==> src/rtl/cofre_controle.sv <==
// ---------------------------------------------------------------------------
// cofre_controle
//
// Sequential control stage for the safe. It takes the verdict of the
// combinational comparator for each attempt. From that verdict it opens the
// safe with an automatic relock, counts failed attempts and enters a timed
// lockout once too many attempts have failed. It also latches the hint and
// error indications that drive the user-facing LEDs.
//
// Parameters
//   MAX_TENTATIVAS  failed attempts allowed before lockout   (1..15)
//   TEMPO_BLOQUEIO  cycles spent in lockout                   (1..255)
//   TEMPO_ABERTO    cycles the safe stays open unattended     (1..255)
//
// Ports
//   clk                   system clock; all state updates on the rising edge
//   reset                 synchronous, active-high reset
//   confirmar             one-cycle pulse: submit the current attempt
//   fechar                request to close the safe (used only while open)
//   led0 / led1 / led2    comparator verdict: exact / within 3 / wrong
//   diferenca             comparator absolute difference
//   aberto                safe unlocked
//   bloqueado             lockout active
//   dica_proxima          the last failed attempt was within 3
//   erro                  the last attempt failed
//   tentativas_restantes  attempts left before lockout
//   tempo_restante        cycles left in ABERTO/BLOQUEADO, 0 in FECHADO
//   ultima_diferenca      diferenca captured at the last accepted attempt
//
// Every output is a register, so a response appears one cycle after the
// edge that sampled the input.
// ---------------------------------------------------------------------------
module cofre_controle #(
    parameter int MAX_TENTATIVAS = 3,
    parameter int TEMPO_BLOQUEIO = 16,
    parameter int TEMPO_ABERTO   = 32
) (
    input  logic       clk,
    input  logic       reset,
    input  logic       confirmar,
    input  logic       fechar,
    input  logic       led0,
    input  logic       led1,
    input  logic       led2,
    input  logic [3:0] diferenca,
    output logic       aberto,
    output logic       bloqueado,
    output logic       dica_proxima,
    output logic       erro,
    output logic [3:0] tentativas_restantes,
    output logic [7:0] tempo_restante,
    output logic [3:0] ultima_diferenca
);

    localparam logic [3:0] MAX_C      = 4'(MAX_TENTATIVAS);
    localparam logic [7:0] BLOQUEIO_C = 8'(TEMPO_BLOQUEIO);
    localparam logic [7:0] ABERTO_C   = 8'(TEMPO_ABERTO);

    typedef enum logic [1:0] {
        FECHADO   = 2'd0,
        ABERTO    = 2'd1,
        BLOQUEADO = 2'd2
    } estado_t;

    typedef enum logic [1:0] {
        V_CORRETO = 2'd0,
        V_PERTO   = 2'd1,
        V_LONGE   = 2'd2
    } veredito_t;

    estado_t    estado_r;
    logic [3:0] falhas_r;
    veredito_t  veredito_s;
    logic [3:0] falhas_inc_s;

    // Resolve the comparator verdict by priority. led0 beats led1, and
    // anything else (led2 or no LED at all) counts as a wrong attempt.
    always_comb begin
        veredito_s = V_LONGE;
        if (led0) begin
            veredito_s = V_CORRETO;
        end else if (led1) begin
            veredito_s = V_PERTO;
        end else if (led2) begin
            veredito_s = V_LONGE;
        end else begin
            veredito_s = V_LONGE;
        end
    end

    // Failure count after one more failed attempt, saturating at the limit.
    always_comb begin
        falhas_inc_s = falhas_r;
        if (falhas_r >= MAX_C) begin
            falhas_inc_s = MAX_C;
        end else begin
            falhas_inc_s = falhas_r + 4'd1;
        end
    end

    // Main FSM: state, failure counter and all registered outputs.
    always_ff @(posedge clk) begin
        if (reset) begin
            estado_r             <= FECHADO;
            falhas_r             <= 4'd0;
            aberto               <= 1'b0;
            bloqueado            <= 1'b0;
            dica_proxima         <= 1'b0;
            erro                 <= 1'b0;
            tentativas_restantes <= MAX_C;
            tempo_restante       <= 8'd0;
            ultima_diferenca     <= 4'd0;
        end else begin
            case (estado_r)
                FECHADO: begin
                    if (confirmar) begin
                        ultima_diferenca <= diferenca;
                        if (veredito_s == V_CORRETO) begin
                            estado_r             <= ABERTO;
                            aberto               <= 1'b1;
                            falhas_r             <= 4'd0;
                            tentativas_restantes <= MAX_C;
                            dica_proxima         <= 1'b0;
                            erro                 <= 1'b0;
                            tempo_restante       <= ABERTO_C;
                        end else begin
                            falhas_r     <= falhas_inc_s;
                            erro         <= 1'b1;
                            dica_proxima <= (veredito_s == V_PERTO);
                            if (falhas_inc_s == MAX_C) begin
                                estado_r             <= BLOQUEADO;
                                bloqueado            <= 1'b1;
                                tempo_restante       <= BLOQUEIO_C;
                                tentativas_restantes <= 4'd0;
                            end else begin
                                tentativas_restantes <= MAX_C - falhas_inc_s;
                            end
                        end
                    end
                end

                ABERTO: begin
                    // The <= 1 test also covers a zero count, so the
                    // timer never wraps.
                    if (fechar || (tempo_restante <= 8'd1)) begin
                        estado_r       <= FECHADO;
                        aberto         <= 1'b0;
                        tempo_restante <= 8'd0;
                    end else begin
                        tempo_restante <= tempo_restante - 8'd1;
                    end
                end

                BLOQUEADO: begin
                    // erro and dica_proxima keep the last attempt's values
                    // through the lockout.
                    if (tempo_restante <= 8'd1) begin
                        estado_r             <= FECHADO;
                        bloqueado            <= 1'b0;
                        falhas_r             <= 4'd0;
                        tentativas_restantes <= MAX_C;
                        tempo_restante       <= 8'd0;
                    end else begin
                        tempo_restante <= tempo_restante - 8'd1;
                    end
                end

                default: begin
                    estado_r             <= FECHADO;
                    falhas_r             <= 4'd0;
                    aberto               <= 1'b0;
                    bloqueado            <= 1'b0;
                    tentativas_restantes <= MAX_C;
                    tempo_restante       <= 8'd0;
                end
            endcase
        end
    end

endmodule

==> config.mk <==
export PLATFORM = sky130hd
export DESIGN_NAME = cofre_controle
export DESIGN_NICKNAME = d
export VERILOG_FILES = /design/src/rtl/cofre_controle.sv
export SDC_FILE = /design/constraint.sdc
export NUM_CORES = 1
export LEC_CHECK = 0
export CAP_MARGIN = 30
export CORE_MARGIN = 1.5
export CORE_UTILIZATION = 48
export DETAILED_ROUTE_END_ITERATION = 12
export PLACE_DENSITY = 0.78
export REMOVE_ABC_BUFFERS = 1
export SYNTH_ARGS = -nofsm -noshare
export SYNTH_HDL_FRONTEND = slang
export SYNTH_SLANG_ARGS = --single-unit
==> constraint.sdc <==
create_clock -name clk -period 5.21 [get_ports clk]
set_input_delay 0.7815 -clock clk [delete_from_list [all_inputs] [get_ports clk]]
set_output_delay 0.7815 -clock clk [all_outputs]
set_load 0.03 [all_outputs]
==> results.json <==
{
  "slew_violations": 0,
  "synth_top_family_by_area": "simple AND/OR/NAND/NOR gates",
  "start_util_pct": 50.66,
  "ys_seq_elements": 26,
  "end_kind": "flip-flop",
  "routedWlPerCell_um": 13.07,
  "clk_latency_ps": 320,
  "die_area_um2": 2905,
  "yosysWarningCount": 0,
  "grt_antenna_before_repair": 0,
  "cp.required_ps": 5450,
  "fmax_mhz": 409.2,
  "placementRows": 18,
  "rsz0062_at_grt": "no",
  "post_synth_inst_count": 152,
  "synth-compound-area-share_pct": 23.04,
  "die_h_um": 53.90,
  "clk_path_buf_depth": 2,
  "leakagePower_uw": 0.0005795,
  "fin_tns_setup_ps": 0,
  "fin_skew_ps": 6.051,
  "clkSinkCount": 26,
  "clkTransAtPathRegs_ps": 140,
  "cts_buffers": 3,
  "synth_ff_type": "dfxtp_1",
  "via_per_inst": 5.464,
  "slew_headroom_pct": 40.40,
  "power.total_uw": 397.4,
  "fin_crit_sh_pct": 46.91,
  "synth_edf_count": 0,
  "drcViolationCount": 0,
  "root_buffer": "clkbuf_4",
  "outcome": "complete, no violations",
  "yosysSeqAreaShare_pct": 41.85,
  "tightest_slew_ps": 887.1,
  "port_buffers": 29,
  "mostFrequentLayoutCell": "clkdlybuf4s50_1",
  "hold_path.class": "flip-flop to flip-flop",
  "syn_to_final_growth_pct": 27.77,
  "drv_cap": 0,
  "core_um2": 2455,
  "antenna_cells": 0,
  "yosys.area.top_type_share_pct": 41.85,
  "cts_tree": "yes",
  "htreeDepth": 1,
  "post-route-min-period_ps": 2444,
  "wl_um": 2732,
  "worstSetupPathType": "primary input to flip-flop",
  "cts_hold_buf": 0,
  "synthMuxAreaShare_pct": 0,
  "synth_fa_ha_area_share_pct": 4.024,
  "drt_pass1_iterations": 4,
  "synthArstFlopShare_pct": 0,
  "final_cell_mix": "clkdlybuf4s50_1 (29), dfxtp_1 (26), a21oi_1 (16)",
  "nets": 195,
  "via_count": 1142,
  "io_pins": 31,
  "setup_viol": 0,
  "drive_above_1_share_pct": 7.263,
  "grt_max_degree": 30,
  "grt_pass1_vias": 1069,
  "synthXorXnorAreaFrac_pct": 0,
  "yosysTopAreaCell": "dfxtp_1",
  "track_usage_pct": 21.18,
  "synthSimpleGateAreaFrac_pct": 26.86,
  "path_max_fanout": 8,
  "place.gp.congestion": 0.8479,
  "dpl.hpwl_um": 2015,
  "hold_violations": 0,
  "start_kind": "primary input",
  "synth.top_cells.by_area": "dfxtp_1 (42%), a21oi_1 (6.4%), nor2_1 (4.5%), nand2_1 (4.2%), ha_1 (4.0%)",
  "ant_nets": 0,
  "synthDistinctLibCells": 41,
  "grt_pass1_wl_um": 4409,
  "drt_iter0_markers": 12,
  "ir_worst_vdd_uv": 212.9,
  "post_cts_buffers": 0,
  "worst_ep_arrival_time_ps": 2690,
  "die_w_um": 53.90,
  "cts_resized": 0,
  "reg2reg_setup_slack_ps": 3030,
  "syn-cell-area_um2": 1244,
  "avgSynthCellArea_um2": 8.182,
  "p_per_area_nw_per_um2": 250.1,
  "grt_overflow": 0
}
## state kept, by name, summed over array words and instances, names as in the netlist
register and cells:
bloqueado 1, tempo_restante 8, falhas_r 4, ultima_diferenca 4, estado_r 2, aberto 1
erro 1, tentativas_restantes 4, dica_proxima 1
## worst paths after layout
path,cells after the start,from,to
worst max-delay path,6,led0,tempo_restante[2]$_SDFFE_PP0P_
worst min-delay path,2,ultima_diferenca[1]$_SDFFE_PP0P_,ultima_diferenca[1]$_SDFFE_PP0P_
worst max register to register,6,falhas_r[0]$_SDFFE_PP0P_,tempo_restante[2]$_SDFFE_PP0P_
worst min register to register,2,ultima_diferenca[1]$_SDFFE_PP0P_,ultima_diferenca[1]$_SDFFE_PP0P_
## layout make-up
cell class	instances	area, um2
inverters	5	18.77
well taps	30	37.54
flip-flops and latches	26	520.5
multi-input cells	114	678.2
clock buffers	4	36.28
repair buffers	30	297.8
fillers	227	865.8
## cells by family after synthesis
| family | after synthesis |
|---|---|
| simple gates | 63 |
| compound gates | 45 |
| flops | 26 |
| buf+inv | 13 |
| fa+ha+maj | 4 |
| other cells | 1 |
## critical path, stage by stage
cell and delay (ps):
clkdlybuf4s50_1 560, inv_1 140, a31oi_1 80, nor3_1 690
nor2_1 140, a211oi_1 280
## layer usage
| metal | track usage (%) | wire length [um] | vias up |
|---|---|---|---|
| met5 | 0 | 0 | - |
| met4 | 9.402 | 20 | 0 |
| met3 | 5.000 | 127 | 2 |
| met2 | 35.77 | 1321 | 31 |
| met1 | 25.34 | 1262 | 512 |
| li1 | - | - | 597 |
## Yosys cell counts, drive strengths merged (2+ instances only)
master   n
nand3    4
inv      5
ha       4
or2      3
nor3b    3
nand2   14
a31oi    4
nand3b   2
or4      2
dfxtp   26
nand2b   5
clkbuf   8
a211oi   4
a21oi   17
nor3     8
o21ai   10
nor2    15
## where the power goes
group | internal (uW) | switching (uW) | total (uW) | leakage (uW)
registers | 206 | 6.19 | 213 | 0.000212
logic | 35.1 | 47.6 | 82.7 | 0.000347
clock network | 42.7 | 59.4 | 102 | 0.0000210
total | 284 | 113 | 397 | 0.000579
## through the flow
stage	util, %	setup slack, ps	hold WS, ps	cells	area [um2]
2_1_floorplan	-	3367	445.5	145	1217
3_3_place_gp	63.25	2600	441.6	205	1553
3_5_place_dp	63.25	2463	447.1	205	1553
4_1_cts	64.73	2802	465.8	209	1589
5_1_grt	64.73	2603	495.3	209	1589
6_report	64.73	2766	465.6	209	1589
(Power assumes the default switching activity.)
